File: src/rtl/multicycle_controller_if.sv
// Bus between the multicycle controller and its datapath/memory environment.
// Parameter: RETIRE_W - width of the retired-instruction counter.
// Signals:
//   Opcode[6:0], Zero, mem_ready          environment -> controller
//   mem_req, IRWrite, PCWrite, ALUSrc,
//   MemtoReg, RegWrite, MemRead, MemWrite,
//   ALUOp[1:0], state[2:0],
//   retire_count[RETIRE_W-1:0],
//   err_illegal, err_timeout              controller -> environment
// Modports: master (the controller), slave (the environment).
interface multicycle_controller_if #(
  parameter int unsigned RETIRE_W = 32
);
  logic [6:0]          Opcode;
  logic                Zero;
  logic                mem_ready;
  logic                mem_req;
  logic                IRWrite;
  logic                PCWrite;
  logic                ALUSrc;
  logic                MemtoReg;
  logic                RegWrite;
  logic                MemRead;
  logic                MemWrite;
  logic [1:0]          ALUOp;
  logic [2:0]          state;
  logic [RETIRE_W-1:0] retire_count;
  logic                err_illegal;
  logic                err_timeout;

  modport master (
    input  Opcode, Zero, mem_ready,
    output mem_req, IRWrite, PCWrite, ALUSrc, MemtoReg, RegWrite,
           MemRead, MemWrite, ALUOp, state, retire_count,
           err_illegal, err_timeout
  );

  modport slave (
    output Opcode, Zero, mem_ready,
    input  mem_req, IRWrite, PCWrite, ALUSrc, MemtoReg, RegWrite,
           MemRead, MemWrite, ALUOp, state, retire_count,
           err_illegal, err_timeout
  );
endinterface

File: src/rtl/multicycle_controller.sv
// Multicycle instruction controller: FETCH -> DECODE -> EXEC -> (MEM) -> WB.
// Parameters:
//   MEM_TIMEOUT - max waiting cycles per memory access (1..255)
//   RETIRE_W    - width of retire_count (must match the bus RETIRE_W)
// Ports:
//   clk   - rising-edge clock
//   rst_n - synchronous active-low reset
//   bus   - multicycle_controller_if.master (opcode/flags/mem handshake in,
//           datapath controls, debug state, retire count, error pulses out)
// Optional feature: define MC_BRANCH_EN to decode opcode 1100011 as a branch;
// otherwise it is an illegal opcode.
module multicycle_controller #(
  parameter int unsigned MEM_TIMEOUT = 16,
  parameter int unsigned RETIRE_W    = 32
) (
  input  logic                     clk,
  input  logic                     rst_n,
  multicycle_controller_if.master  bus
);

  localparam logic [2:0] S_FETCH  = 3'd0;
  localparam logic [2:0] S_DECODE = 3'd1;
  localparam logic [2:0] S_EXEC   = 3'd2;
  localparam logic [2:0] S_MEM    = 3'd3;
  localparam logic [2:0] S_WB     = 3'd4;

  localparam logic [6:0] OP_R      = 7'b0110011;
  localparam logic [6:0] OP_I      = 7'b0010011;
  localparam logic [6:0] OP_LOAD   = 7'b0000011;
  localparam logic [6:0] OP_STORE  = 7'b0100011;
  localparam logic [6:0] OP_BRANCH = 7'b1100011;

  localparam logic [7:0] TIMEOUT = 8'(MEM_TIMEOUT);

`ifdef MC_BRANCH_EN
  localparam logic BRANCH_EN = 1'b1;
`else
  localparam logic BRANCH_EN = 1'b0;
`endif

  typedef enum logic [2:0] {CL_R, CL_I, CL_LOAD, CL_STORE, CL_BRANCH} cls_e;

  logic [2:0]          r_state, w_state_nxt;
  cls_e                r_cls, w_cls_nxt;
  logic [7:0]          r_wait;
  logic [RETIRE_W-1:0] r_retire;

  logic       w_timeout, w_retire;
  logic       w_mem_req, w_irwrite, w_pcwrite, w_alusrc, w_memtoreg;
  logic       w_regwrite, w_memread, w_memwrite, w_err_illegal;
  logic [1:0] w_aluop;

  // Zero only steers the external branch-target mux; the controller itself
  // updates the PC unconditionally for a branch.
  logic w_unused_zero;
  assign w_unused_zero = bus.Zero;

  always_comb begin
    w_state_nxt   = r_state;
    w_cls_nxt     = r_cls;
    w_timeout     = 1'b0;
    w_retire      = 1'b0;
    w_mem_req     = 1'b0;
    w_irwrite     = 1'b0;
    w_pcwrite     = 1'b0;
    w_alusrc      = 1'b0;
    w_memtoreg    = 1'b0;
    w_regwrite    = 1'b0;
    w_memread     = 1'b0;
    w_memwrite    = 1'b0;
    w_aluop       = 2'b00;
    w_err_illegal = 1'b0;

    case (r_state)
      S_FETCH: begin
        if (r_wait == TIMEOUT) begin
          w_timeout   = 1'b1;
          w_pcwrite   = 1'b1;
          w_state_nxt = S_FETCH;
        end else begin
          w_mem_req = 1'b1;
          w_memread = 1'b1;
          if (bus.mem_ready) begin
            w_irwrite   = 1'b1;
            w_state_nxt = S_DECODE;
          end
        end
      end
      S_DECODE: begin
        w_state_nxt = S_EXEC;
        case (bus.Opcode)
          OP_R:     w_cls_nxt = CL_R;
          OP_I:     w_cls_nxt = CL_I;
          OP_LOAD:  w_cls_nxt = CL_LOAD;
          OP_STORE: w_cls_nxt = CL_STORE;
          OP_BRANCH: begin
            if (BRANCH_EN) begin
              w_cls_nxt = CL_BRANCH;
            end else begin
              w_err_illegal = 1'b1;
              w_pcwrite     = 1'b1;
              w_state_nxt   = S_FETCH;
            end
          end
          default: begin
            w_err_illegal = 1'b1;
            w_pcwrite     = 1'b1;
            w_state_nxt   = S_FETCH;
          end
        endcase
      end
      S_EXEC: begin
        case (r_cls)
          CL_R: begin
            w_aluop     = 2'b10;
            w_state_nxt = S_WB;
          end
          CL_I: begin
            w_aluop     = 2'b00;
            w_alusrc    = 1'b1;
            w_state_nxt = S_WB;
          end
          CL_LOAD, CL_STORE: begin
            w_aluop     = 2'b01;
            w_alusrc    = 1'b1;
            w_state_nxt = S_MEM;
          end
          CL_BRANCH: begin
            w_aluop     = 2'b11;
            w_pcwrite   = 1'b1;
            w_retire    = 1'b1;
            w_state_nxt = S_FETCH;
          end
          default: w_state_nxt = S_FETCH;
        endcase
      end
      S_MEM: begin
        if (r_wait == TIMEOUT) begin
          w_timeout   = 1'b1;
          w_pcwrite   = 1'b1;
          w_state_nxt = S_FETCH;
        end else begin
          w_mem_req  = 1'b1;
          w_memread  = (r_cls == CL_LOAD);
          w_memwrite = (r_cls == CL_STORE);
          if (bus.mem_ready) begin
            if (r_cls == CL_STORE) begin
              w_pcwrite   = 1'b1;
              w_retire    = 1'b1;
              w_state_nxt = S_FETCH;
            end else if (r_cls == CL_LOAD) begin
              w_state_nxt = S_WB;
            end else begin
              w_state_nxt = S_FETCH;
            end
          end
        end
      end
      S_WB: begin
        w_regwrite  = 1'b1;
        w_pcwrite   = 1'b1;
        w_memtoreg  = (r_cls == CL_LOAD);
        w_retire    = 1'b1;
        w_state_nxt = S_FETCH;
      end
      default: w_state_nxt = S_FETCH;
    endcase
  end

  always_ff @(posedge clk) begin
    if (!rst_n) begin
      r_state  <= S_FETCH;
      r_cls    <= CL_R;
      r_wait   <= '0;
      r_retire <= '0;
    end else begin
      r_state <= w_state_nxt;
      r_cls   <= w_cls_nxt;
      // Any state change (and a timeout re-entering FETCH) starts a fresh
      // wait; only FETCH and MEM ever hold, so only they accumulate.
      if ((w_state_nxt != r_state) || w_timeout) begin
        r_wait <= '0;
      end else if (!bus.mem_ready) begin
        r_wait <= r_wait + 8'd1;
      end
      if (w_retire) begin
        r_retire <= r_retire + RETIRE_W'(1);
      end
    end
  end

  // Outputs are forced low while rst_n is held so that reset is visible
  // immediately, independent of the registered state.
  assign bus.mem_req      = rst_n & w_mem_req;
  assign bus.IRWrite      = rst_n & w_irwrite;
  assign bus.PCWrite      = rst_n & w_pcwrite;
  assign bus.ALUSrc       = rst_n & w_alusrc;
  assign bus.MemtoReg     = rst_n & w_memtoreg;
  assign bus.RegWrite     = rst_n & w_regwrite;
  assign bus.MemRead      = rst_n & w_memread;
  assign bus.MemWrite     = rst_n & w_memwrite;
  assign bus.ALUOp        = rst_n ? w_aluop : '0;
  assign bus.err_illegal  = rst_n & w_err_illegal;
  assign bus.err_timeout  = rst_n & w_timeout;
  assign bus.state        = rst_n ? r_state : '0;
  assign bus.retire_count = rst_n ? r_retire : '0;

endmodule

File: src/flat_wrapper.sv
// flat-port wrapper written by rule: the top's interface ports become plain ports
module multicycle_controller_flat 
#(
  parameter int unsigned MEM_TIMEOUT = 16,
  parameter int unsigned RETIRE_W    = 32
)
  (clk, rst_n, bus_Opcode, bus_Zero, bus_mem_ready, bus_mem_req, bus_IRWrite, bus_PCWrite, bus_ALUSrc, bus_MemtoReg, bus_RegWrite, bus_MemRead, bus_MemWrite, bus_ALUOp, bus_state, bus_retire_count, bus_err_illegal, bus_err_timeout);
  multicycle_controller_if #(.RETIRE_W(RETIRE_W)) bus_i ();
  input  logic clk;
  input  logic rst_n;
  input wire logic [$bits(bus_i.Opcode)-1:0] bus_Opcode;
  input wire logic [$bits(bus_i.Zero)-1:0] bus_Zero;
  input wire logic [$bits(bus_i.mem_ready)-1:0] bus_mem_ready;
  output wire logic [$bits(bus_i.mem_req)-1:0] bus_mem_req;
  output wire logic [$bits(bus_i.IRWrite)-1:0] bus_IRWrite;
  output wire logic [$bits(bus_i.PCWrite)-1:0] bus_PCWrite;
  output wire logic [$bits(bus_i.ALUSrc)-1:0] bus_ALUSrc;
  output wire logic [$bits(bus_i.MemtoReg)-1:0] bus_MemtoReg;
  output wire logic [$bits(bus_i.RegWrite)-1:0] bus_RegWrite;
  output wire logic [$bits(bus_i.MemRead)-1:0] bus_MemRead;
  output wire logic [$bits(bus_i.MemWrite)-1:0] bus_MemWrite;
  output wire logic [$bits(bus_i.ALUOp)-1:0] bus_ALUOp;
  output wire logic [$bits(bus_i.state)-1:0] bus_state;
  output wire logic [$bits(bus_i.retire_count)-1:0] bus_retire_count;
  output wire logic [$bits(bus_i.err_illegal)-1:0] bus_err_illegal;
  output wire logic [$bits(bus_i.err_timeout)-1:0] bus_err_timeout;
  assign bus_i.Opcode = bus_Opcode;
  assign bus_i.Zero = bus_Zero;
  assign bus_i.mem_ready = bus_mem_ready;
  assign bus_mem_req = bus_i.mem_req;
  assign bus_IRWrite = bus_i.IRWrite;
  assign bus_PCWrite = bus_i.PCWrite;
  assign bus_ALUSrc = bus_i.ALUSrc;
  assign bus_MemtoReg = bus_i.MemtoReg;
  assign bus_RegWrite = bus_i.RegWrite;
  assign bus_MemRead = bus_i.MemRead;
  assign bus_MemWrite = bus_i.MemWrite;
  assign bus_ALUOp = bus_i.ALUOp;
  assign bus_state = bus_i.state;
  assign bus_retire_count = bus_i.retire_count;
  assign bus_err_illegal = bus_i.err_illegal;
  assign bus_err_timeout = bus_i.err_timeout;
  multicycle_controller #(.MEM_TIMEOUT(MEM_TIMEOUT), .RETIRE_W(RETIRE_W)) u_core (.clk(clk), .rst_n(rst_n), .bus(bus_i));
endmodule
File: config.mk
export PLATFORM = sky130hd
export DESIGN_NAME = multicycle_controller_flat
export DESIGN_NICKNAME = d
export VERILOG_FILES = /design/src/rtl/multicycle_controller_if.sv /design/src/rtl/multicycle_controller.sv /design/src/flat_wrapper.sv
export SDC_FILE = /design/constraint.sdc
export NUM_CORES = 1
export LEC_CHECK = 0
export BUFFER_PORTS_ARGS = -buffer_cell sky130_fd_sc_hd__buf_4
export CAP_MARGIN = 20
export CORE_MARGIN = 2
export CORE_UTILIZATION = 35
export DETAILED_ROUTE_END_ITERATION = 7
export GPL_TIMING_DRIVEN = 0
export PLACE_DENSITY_LB_ADDON = 0.3
export SYNTH_ARGS = -nofsm -noshare
export SYNTH_HDL_FRONTEND = slang
export SYNTH_SLANG_ARGS = --single-unit
File: constraint.sdc
create_clock -name clk -period 5.6 [get_ports clk]
set_input_delay 0.28 -clock clk [delete_from_list [all_inputs] [get_ports clk]]
set_output_delay 0.28 -clock clk [all_outputs]
set_load 0.02 [all_outputs]
======== After elaboration in Yosys (flattened, before gate mapping) ========
Cells that the tools add are included.
cells by class
  add/sub/neg operators ................... 2
  eq/ne operators ......................... 14
  muxes and demuxes ....................... 39
  bitwise gates (word level) .............. 11
  reductions and logical operators ........ 11
operators by type and width
  cell                     count
  $add A32 B1 Y32 const B  1
  $mux W32                 1
  $pmux W3 S4              2
  $mux W1                  21
  $mux W3                  7
  $eq A7 B6 Y1 const B     2
  $eq A3 B2 Y1 const B     4
  $and A1 B1 Y1            10
  $add A8 B1 Y8 const B    1
  $eq A8 B5 Y1 const B     1
  $reduce_or A2 Y1         4
  $eq A7 B2 Y1 const B     1
  $eq A7 B5 Y1 const B     1
  $eq A3 B1 Y1 const B     2
  $eq A3 B3 Y1 const B     2
  $logic_not A3 Y1         2
  $mux W2                  3
  $pmux W2 S3              1
  $pmux W3 S2              1
  $pmux W1 S5              1
  $reduce_bool A4 Y1       1
  $reduce_or A4 Y1         1
  $ne A3 B3 Y1             1
  $pmux W1 S3              1
  5 further kinds          5
word-level totals
  register bits after elaboration ......... 46
  output and inout bits ................... 47
  word-level logic and storage cells ...... 81

======== Logic depth before layout (Yosys ltp) ========
Gate-level depths: netlist of run 1.
  depth in word-level cells ............... 9
  mapped depth ............................ 9
  mapped depth without buffers ............ 7

======== Worst setup path after synthesis of run 1 ========
Ideal clock, no wire load.
  path kind ............................... register to output
  from .................................... register u_core.r_wait[0]
  to ...................................... output bus_MemWrite
  data arrival time ....................... 1.727 ns
  data required time ...................... 5.320 ns
  setup slack ............................. 3.593 ns
  stages on the path, launching flop included .. 7
  buffers on the path ..................... 0
  cells stage by stage .................... dfxtp_1 > inv_1 > ha_1 > nor4b_2 > a31oi_1 > nand2_1 > nor3_1
on the way
  longest elaborated chain between the ends .. 4
RTL lines
  what                    line                          text
  from (decl)             multicycle_controller.sv:45   logic [7:0] r_wait;
  from (signal assigned)  multicycle_controller.sv:184  r_wait <= r_wait + 8'd1;
  $eq A8 B5 Y1            multicycle_controller.sv:138  if (r_wait == TIMEOUT) begin
  $mux W1                 multicycle_controller.sv:138
  $mux W1                 multicycle_controller.sv:74   case (r_state)
  $and A1 B1 Y1           multicycle_controller.sv:201  assign bus.MemWrite = rst_n & w_memwrite;
  to (decl)               flat_wrapper.sv:21            output wire logic [$bits(bus_i.MemWrite)-1:0] bus_MemWrite;
No other way between the ends.

======== Final worst setup path of run 1 ========
Ends and elaborated chain as after synthesis.

==> results of run 1 <==
-- cell type report --
class / count / area [um^2]
Buffer: 21 / 87.6
Clock buffer: 5 / 68.8
Clock inverter: 2 / 35.0
Fill cell: 737 / 3990
Inverter: 8 / 30.0
Multi-Input combinational cell: 264 / 1610
Sequential cell: 45 / 901
Tap cell: 99 / 124
Timing Repair Buffer: 54 / 405
-- state kept, by name, indices dropped and copies added (netlist names) --
name	cells
u_core.r_wait	8
u_core.r_retire	32
u_core.r_cls	2
u_core.r_state	3
-- cells by family after synthesis --
| family | synth area share |
|---|---|
| AND/OR/NAND/NOR | 0.384 |
| AO/OA/AOI/OAI | 0.171 |
| flip-flops | 0.343 |
| buffers and inverters | 0.0448 |
| XOR/XNOR | 0.0267 |
| multiplexers | 0.0162 |
| adder cells (fa/ha/maj) | 0.0143 |
-- worst max-delay path, stage by stage (launching register included) --
cell	delay (ns)
dfxtp_1	0.40
inv_1	0.08
ha_1	0.19
nor4b_2	0.17
a31oi_1	0.51
nand2_1	0.15
nor3_1	0.25
buf_4	0.19
-- synthesized netlist by cell type, drive strengths merged (5+ instances only) --
cell type and number:
o31ai 23, xnor2 6, nand3 13, nor3 6, o21ai 6, or3 6, and2 37, or4 24
and3 12, inv 8, dfxtp 45, nor2 28, nand2 25, a21oi 36, nand4 9, clkbuf 16
buf 5
-- per-stage QoR --
stage	instances	setup slack, ns	util
6_report	498	3.09	0.449
5_1_grt	498	2.92	0.449
4_1_cts	498	3.09	0.449
3_5_place_dp	491	3.17	0.435
3_3_place_gp	491	3.20	0.435
2_1_floorplan	338	3.59	-
-- worst min path at each step --
stage	startpoint	slack, ns	endpoint	cells past startpoint
floorplan	u_core.r_retire[18]	0.45	u_core.r_retire[18]	2
global placement	u_core.r_retire[18]	0.46	u_core.r_retire[18]	2
detailed placement	u_core.r_retire[18]	0.47	u_core.r_retire[18]	2
CTS	bus_Opcode[4]	0.25	u_core.r_cls[1]	3
global route	bus_Opcode[4]	0.26	u_core.r_cls[1]	3
finish	bus_Opcode[4]	0.26	u_core.r_cls[1]	3
-- per-layer routing --
layer | share of wire | wire length (um) | GRT usage | vias up
met3 | 0.054 | 390 | 0.0359 | 6
met1 | 0.48 | 3420 | 0.232 | 1280
li1 | - | - | - | 1359
met2 | 0.46 | 3310 | 0.293 | 72
met5 | 0 | 0 | 0 | -
met4 | 0.0099 | 71 | 0.0462 | 0
-- power groups by stage --
stage	Sequential [mW]	Combinational, mW	Clock (mW)
floorplan	0.329	0.0231	0
global placement	0.330	0.0377	0
detailed placement	0.330	0.0381	0
CTS	0.322	0.0382	0.248
global route	0.322	0.0418	0.260
finish	0.322	0.0376	0.243
==> results by group, run 1 <==
Place
  – Area post-placement: 0.00316 mm^2
  – HPWL Detailed: 5130 um
  – Port bufs: between 50 and 60
  – RD Place Congestion: 0.831

Synth
  – Asr flop ratio synth: 0
  – #FFs+latches synth: 45
  – YS warnings: 0
  – Unique masters post-synth: 42
  – Mapped Cells: about 340
  – Dominant cells by area after synthesis: dfxtp_1 34%, and2_1 8.8%, a21oi_1 6.9%, or4_1 6.9%, o31ai_1 6.6%
  – Share of the synthesized area in the top cell type: 0.343
  – Mapped Nets: 352
  – Sequential cell area fraction in the yosys report: 0.343
  – Top_reg_cell synth: dfxtp_1
  – Post-Syn Area: 0.00263 mm^2
  – Syn Area/Cell: 7.77 um^2
  – Post-synth EDFFs: 0
  – Biggest area consumer among synthesized cells: dfxtp_1

Routing
  – Total number of vias: 2,717
  – Wire per inst: 14.5 um
  – DRC: 0
  – DRT Wirelength: just over 7000 um
  – Via density: 5.46
  – Pre-antenna DRT Iters: 6
  – DR iter-0 viols: 190
  – Post-DRT Antenna Nets: 0

Cells and area
  – Fin nets: 413
  – Most frequent cells in the layout: 55 x buf_4, 45 x dfxtp_1, 37 x and2_1
  – Ratio of cells with drive above 1 in the final layout: 0.188
  – Ant diodes: 0
  – Most common cell after layout, fill and taps aside: buf_4
  – Area Overhead vs Synth: 24.1%
  – Fin area: 0.00326 mm^2

Pwr
  – Leakage power: around 1.2 nW
  – Power share of the sequential group: 0.534
  – PD cells: between 150 and 200 mW/mm^2
  – NetSw: 0.138 mW
  – Worst vdd ir: 85.0 uV
  – Clk network pwr share: 0.403
  – Sw Share: 0.229
  – Power Total: 0.603 mW
  – Logic pwr share: 0.062
  – Int Pwr: 0.465 mW

CTS
  – Clock tree buffer depth: 2
  – Post-CTS Hold Fix Bufs: 0
  – TritonCTS Buffers: 5
  – Clock sinks: 45
  – CTS tree: done
  – Clk root buf: clkbuf_8
  – H-Tree Depth: 2
  – Post-CTS resize count: 0
  – Clock-pin slew on the worst setup and hold paths: approximately 0.080 ns
  – Setup Buffers After CTS: 0
  – Clk_lat worst skew: 0.30 ns

STA
  – Tmin final: about 2.5 ns
  – Measured slew at the worst slew-check pin: slightly below 0.6 ns
  – Worst slew margin: 0.607
  – Setup tns final: 0 ns
  – Max Freq: ~0.4 GHz
  – Unrepaired setup endpoints after global routing: no
  – Period Utilization, post-route: 0.448
  – Final hold vios: 0
  – # setup viols final: 0
  – Final hold slack: 0.259 ns
  – Fin. max-slew vios: 0
  – Final Skew: roughly 0.011 ns

Worst setup path
  – Critical path launch point type: flip-flop
  – CP Max Fanout: 7
  – WP data required: around 5.3 ns
  – Reg2reg path depth: 9
  – Critical path type: flip-flop to output pin
  – Reg2Reg Launch Point: u_core.r_wait[0]
  – R2r endpoint: u_core.r_retire[1]
  – Setup crit end kind: output pin
  – R2r setup slk: ~3.2 ns
  – Worst Setup EP: bus_MemWrite
  – Critical Path AT: 2.23 ns
  – CP startpoint: u_core.r_wait[0]

Hold path
  – Hold crit path type: primary input to flip-flop

Floorplanning
  – Die height: 90.6 um
  – Chip width: 90.6 um
  – Die ar.: 0.00821 mm^2
  – IO Count: between 50 and 60
  – Core Area: 0.00725 mm^2
  – Starting Density: 0.362
  – # rows: 31

GRT
  – Global-route wire length before repair: around 12,000 um
  – Largest net degree at the start of global routing: 14
  – GR Util All Layers: 0.176
  – Gr ovfl total: 0
  – Antenna violations before repair: 0
  – Vias in the first global route: 2,515

Run
  – Max-Cap Viols: 0

Outcome
  – Status: completed
Note: power is estimated with default switching activity, not from simulation.
==> run 2, diff against run 1 <==
Clock period 5.6 ns to 2.1 ns, I/O delays scaled along.
==> results by group, run 2 (synthesis results as in run 1) <==
Outcome
  – Status: completed

CTS
  – Clk root buf: clkbuf_8
  – Post-CTS Hold Fix Bufs: 0
  – H-Tree Depth: 2
  – CTS tree: done
  – Clock tree buffer depth: 2
  – Clock sinks: 45
  – Clock-pin slew on the worst setup and hold paths: 0.08 ns
  – TritonCTS Buffers: 5
  – Clk_lat worst skew: 0.30 ns

GRT
  – Antenna violations before repair: 0
  – GR Util All Layers: 0.178
  – Largest net degree at the start of global routing: 14
  – Global-route wire length before repair: between 10,000 and 15,000 um
  – Vias in the first global route: 2,565
  – Gr ovfl total: 0

Floorplanning
  – # rows: 31
  – Chip width: 90.6 um
  – Die ar.: 0.00821 mm^2
  – Core Area: ~0.0073 mm^2
  – IO Count: 58
  – Die height: 90.6 um
  – Starting Density: 0.362

Cells and area
  – Fillers: 728
  – Multi-input logic area: 0.00169 mm^2
  – Area Overhead vs Synth: 31.9%
  – Ratio of cells with drive above 1 in the final layout: 0.270
  – Most flop-heavy register: u_core.r_retire
  – Flip-flop count of the largest register after layout: 32
  – Ant diodes: 0
  – Most frequent cells in the layout: 66 x buf_4, 38 x dfxtp_1, 37 x and2_1
  – Top Registers: u_core.r_retire x32, u_core.r_wait x8, u_core.r_state x3
  – Most common cell after layout, fill and taps aside: buf_4
  – Fin nets: approximately 420
  – Fin area: 0.00346 mm^2
  – Storage cell area: 915 um^2

STA
  – Final hold vios: 0
  – Measured slew at the worst slew-check pin: between 0.5 and 0.6 ns
  – Fin. max-slew vios: 0
  – Unrepaired setup endpoints after global routing: yes
  – Final Skew: 0.00899 ns
  – Max Freq: 0.486 GHz
  – Worst slew margin: 0.609
  – Setup tns final: 0 ns
  – Tmin final: between 2 and 2.5 ns
  – # setup viols final: 0
  – Period Utilization, post-route: 0.980

Routing
  – Post-DRT Antenna Nets: 0
  – Wire per inst: 14.7 um
  – Pre-antenna DRT Iters: 5
  – Via density: 5.49
  – DRC: 0
  – Total number of vias: 2,782
  – DR iter-0 viols: approximately 120
  – DRT Wirelength: 7440 um

Place
  – Port bufs: 54
  – RD Place Congestion: approximately 0.83
  – Area post-placement: 0.00316 mm^2
  – HPWL Detailed: 5130 um

Hold path
  – Hold crit path type: primary input to flip-flop

Worst setup path
  – Critical path type: flip-flop to output pin
  – Slowest stage cell, crit path: dfxtp_4
  – Reg2reg path depth: 9
  – Critical Path AT: 1.95 ns
  – Critical path launch point type: flip-flop
  – CP Max Fanout: 4
  – R2r setup slk: 0.05 ns
  – CP startpoint: u_core.r_wait[0]
  – Setup crit end kind: output pin
  – Critical path cell sequence: inv_2 > ha_1 > nor4b_4 > and3_4 > o21ai_0 > nand2_1 > and3_1 > buf_6
  – R2r endpoint: u_core.r_retire[31]
  – Worst Setup EP: bus_PCWrite
  – Reg2Reg Launch Point: u_core.r_wait[0]
  – Critical Path Max Stage Delay: 0.37 ns
  – WP data required: about 2.0 ns

Pwr
  – PD cells: about 470 mW/mm^2
  – Worst vdd ir: 227 uV
  – Leakage power: 1.29 nW

Run
  – Max-Cap Viols: 0
-- run 2: cell count changes in the layout (fill, tap and decap cells not counted), moves of 2 or more --
| cell | delta |
|---|---|
| a21oi_1 | -5 |
| buf_4 | +11 |
| or4_1 | -5 |
| dfxtp_4 | +2 |
| buf_2 | -4 |
| a21oi_2 | +5 |
| dfxtp_2 | +5 |
| dfxtp_1 | -7 |
| buf_6 | +4 |
| clkbuf_1 | -4 |
| or4_4 | +5 |
-- run 2: cell type report --
class,count,area share
Timing Repair Buffer,64,0.141
Clock buffer,5,0.0199
Sequential cell,45,0.264
Multi-Input combinational cell,264,0.489
Clock inverter,2,0.0101
Inverter,8,0.00867
Tap cell,99,0.0358
Buffer,20,0.0318
-- run 2: worst min path at each step --
stage | cells past startpoint | slack, ns | from | end
6_report | 3 | 0.07 | bus_Opcode[4] | u_core.r_cls[1]
3_3_place_gp | 3 | 0.39 | bus_Opcode[4] | u_core.r_cls[1]
5_1_grt | 3 | 0.08 | bus_Opcode[4] | u_core.r_cls[1]
4_1_cts | 3 | 0.07 | bus_Opcode[4] | u_core.r_cls[1]
2_1_floorplan | 2 | 0.28 | bus_Opcode[4] | u_core.r_cls[1]
3_5_place_dp | 3 | 0.40 | bus_Opcode[4] | u_core.r_cls[1]
-- run 2: critical path: cells and delay by family (launching register included) --
kind	cells	cell delay, ns
adder cells (fa/ha/maj)	1	0.14
flip-flops	1	0.37
AO/OA/AOI/OAI	1	0.11
buffers and inverters	2	0.18
AND/OR/NAND/NOR	4	0.86
-- run 2: stage by stage --
step                      setup slack (ns)  hold WS, ns  instances   util  total power [mW]
after floorplan                      0.207        0.283        338      -             0.939
after global placement              -0.304        0.391        491  0.435             0.980
after detailed placement            -0.335        0.398        491  0.435             0.981
after CTS                           0.0104       0.0710        502  0.457              1.62
after global routing               -0.0598       0.0794        507  0.477              1.67
final                               0.0428       0.0727        507  0.477              1.61
-- run 2: what timing repair did --
item                                    CTS  global route
setup buffers                             4             6
resized for setup                         8            40
gates cloned                              0             0
pin swaps                                 4             6
endpoints found under the setup margin   35            34
-- run 2: report_power, final --
part / switching [mW] / total (mW) / internal (mW)
sequential: 0.00415 / 0.858 / 0.854
clock: 0.302 / 0.648 / 0.346
combinational: 0.0669 / 0.106 / 0.0395
total: 0.373 / 1.61 / 1.24
-- run 2: routing by layer --
layer | track usage | vias to the layer above | part of all wire
li1 | - | 1372 | -
met1 | 0.231 | 1324 | 0.47
met2 | 0.300 | 81 | 0.47
met3 | 0.0359 | 5 | 0.052
met4 | 0.0474 | 0 | 0.0091
met5 | 0 | - | 0
==> run 3, diff against run 2 <==
Clock period 2.1 ns to 1.8 ns, I/O delays scaled along.
==> results by group, run 3 (synthesis results as in run 1) <==
Place
  – Area post-placement: between 0.003 and 0.004 mm^2
  – Port bufs: 54
  – HPWL Detailed: between 5000 and 6000 um
  – RD Place Congestion: 0.851

Worst setup path
  – Slowest stage cell, crit path: dfxtp_2
  – Setup crit end kind: output pin
  – Critical Path AT: 1.96 ns
  – WP data required: 1.71 ns
  – Critical path type: flip-flop to output pin
  – Critical path cell sequence: inv_2 > ha_4 > nor4b_4 > buf_4 > a31oi_4 > o22ai_1 > and3_4 > buf_6
  – Critical Path Max Stage Delay: 0.35 ns
  – CP Max Fanout: 4
  – Critical path launch point type: flip-flop

GRT
  – Antenna violations before repair: 0
  – Gr ovfl total: 0
  – Largest net degree at the start of global routing: 14
  – Global-route wire length before repair: roughly 14,000 um
  – Vias in the first global route: 2,781
  – GR Util All Layers: 0.202

Cells and area
  – Ratio of cells with drive above 1 in the final layout: 0.460
  – Multi-input logic area: 0.00198 mm^2
  – Fin area: 0.00418 mm^2
  – Area Overhead vs Synth: 59.2%
  – Most flop-heavy register: u_core.r_retire
  – Storage cell area: about 950 um^2
  – Fin nets: 457
  – Ant diodes: 0
  – Fillers: 606
  – Flip-flop count of the largest register after layout: 32
  – Top Registers: u_core.r_retire x32, u_core.r_wait x8, u_core.r_state x3
  – Most frequent cells in the layout: 89 x buf_4, 36 x and2_1, 31 x a21oi_1
  – Most common cell after layout, fill and taps aside: buf_4

Pwr
  – Leakage power: about 1.6 nW
  – Clk network pwr share: 0.398
  – Int Pwr: 1.46 mW
  – Power share of the sequential group: 0.512
  – Sw Share: 0.244
  – PD cells: 463 mW/mm^2
  – Logic pwr share: 0.090
  – NetSw: around 0.47 mW
  – Worst vdd ir: 276 uV

Floorplanning
  – Die ar.: 0.00821 mm^2
  – Core Area: a little over 0.007 mm^2
  – IO Count: 58
  – # rows: 31
  – Die height: 90.6 um
  – Starting Density: 0.362
  – Chip width: 90.6 um

CTS
  – Clk_lat worst skew: 0.31 ns
  – Clock tree buffer depth: 2
  – Clock-pin slew on the worst setup and hold paths: 0.09 ns
  – H-Tree Depth: 2
  – Clock sinks: 45
  – TritonCTS Buffers: 5
  – Clk root buf: clkbuf_8
  – CTS tree: done

Outcome
  – Failing checks: negative setup slack
  – Status: finished with violations

STA
  – Max Freq: ~0.5 GHz
  – Fin. max-slew vios: 0
  – Setup tns final: -6.08 ns
  – Final hold vios: 0
  – Worst setup margin: -0.248 ns
  – Period Utilization, post-route: 1.14
  – Tmin final: between 2 and 2.5 ns
  – # setup viols final: 45
  – Unrepaired setup endpoints after global routing: yes
  – Worst slew margin: 0.587
  – Final hold slack: 0.0665 ns
  – Measured slew at the worst slew-check pin: around 0.62 ns
  – Final Skew: 0.0137 ns

Hold path
  – Hold crit path type: primary input to flip-flop

Routing
  – Wire per inst: 17.3 um
  – Via density: 5.66
  – DR iter-0 viols: 175
  – DRC: 0
  – Total number of vias: 3,067
  – DRT Wirelength: around 9400 um
  – Pre-antenna DRT Iters: 4
  – Post-DRT Antenna Nets: 0

Run
  – Max-Cap Viols: 0
## run 3: changes by cell type in the layout (fill, tap and decap cells not counted), sizes merged
cell and delta:
clkbuf +2, buf +33
## run 3: layout make-up
class / count / area share
multi-input cells: 264 / 0.474
repair buffers: 100 / 0.202
plain buffers: 19 / 0.0350
clock inverters: 2 / 0.00838
clock buffers: 5 / 0.0165
well taps: 99 / 0.0296
inverters: 8 / 0.00718
flip-flops and latches: 45 / 0.227
## run 3: worst max-delay path: cells and delay by family, from the launching register on
kind,cells,cell delay (ns)
DFF,1,0.35
and+or+nand+nor,2,0.51
buffers and inverters,3,0.38
adders and majority gates,1,0.12
AOI/OAI and AO/OA,2,0.29
## run 3: layer usage
layer / global-route usage / vias up / share of wire
li1: - / 1446 / -
met5: 0 / - / 0
met2: 0.324 / 131 / 0.49
met3: 0.0376 / 27 / 0.067
met4: 0.0782 / 0 / 0.037
met1: 0.269 / 1463 / 0.40
## run 3: what timing repair did
item,4_1_cts,5_1_grt
cloned,2,4
endpoints found under the setup margin,45,47
hold buffers,0,0
resized for setup,64,80
buffers inserted,29,12
pin swaps,54,43
## run 3: per-stage QoR
stage / worst slack, ns / cells / power, mW / util
2_1_floorplan: -0.00121 / 338 / 1.10 / -
3_3_place_gp: -0.434 / 491 / 1.14 / 0.437
3_5_place_dp: -0.442 / 491 / 1.14 / 0.437
4_1_cts: -0.106 / 527 / 1.92 / 0.510
5_1_grt: -0.320 / 542 / 1.99 / 0.576
6_report: -0.248 / 542 / 1.94 / 0.576
## run 3: final timing paths
| path | startpoint | end | slack [ns] | depth (start not counted) |
|---|---|---|---|---|
| worst max-delay path | u_core.r_wait[0] | bus_PCWrite | -0.25 | 8 |
| worst min-delay path | bus_Opcode[4] | u_core.r_cls[1] | 0.07 | 3 |
| worst max register to register | u_core.r_wait[0] | u_core.r_wait[0] | -0.20 | 9 |
| worst min register to register | u_core.r_retire[15] | u_core.r_retire[15] | 0.49 | 2 |
## run 3: power groups by stage
stage / logic, mW / registers, mW / clock network, mW
CTS: 0.144 / 0.994 / 0.777
detailed placement: 0.119 / 1.03 / 0
finish: 0.174 / 0.991 / 0.770
global route: 0.185 / 0.992 / 0.815
floorplan: 0.0719 / 1.02 / 0
global placement: 0.119 / 1.03 / 0
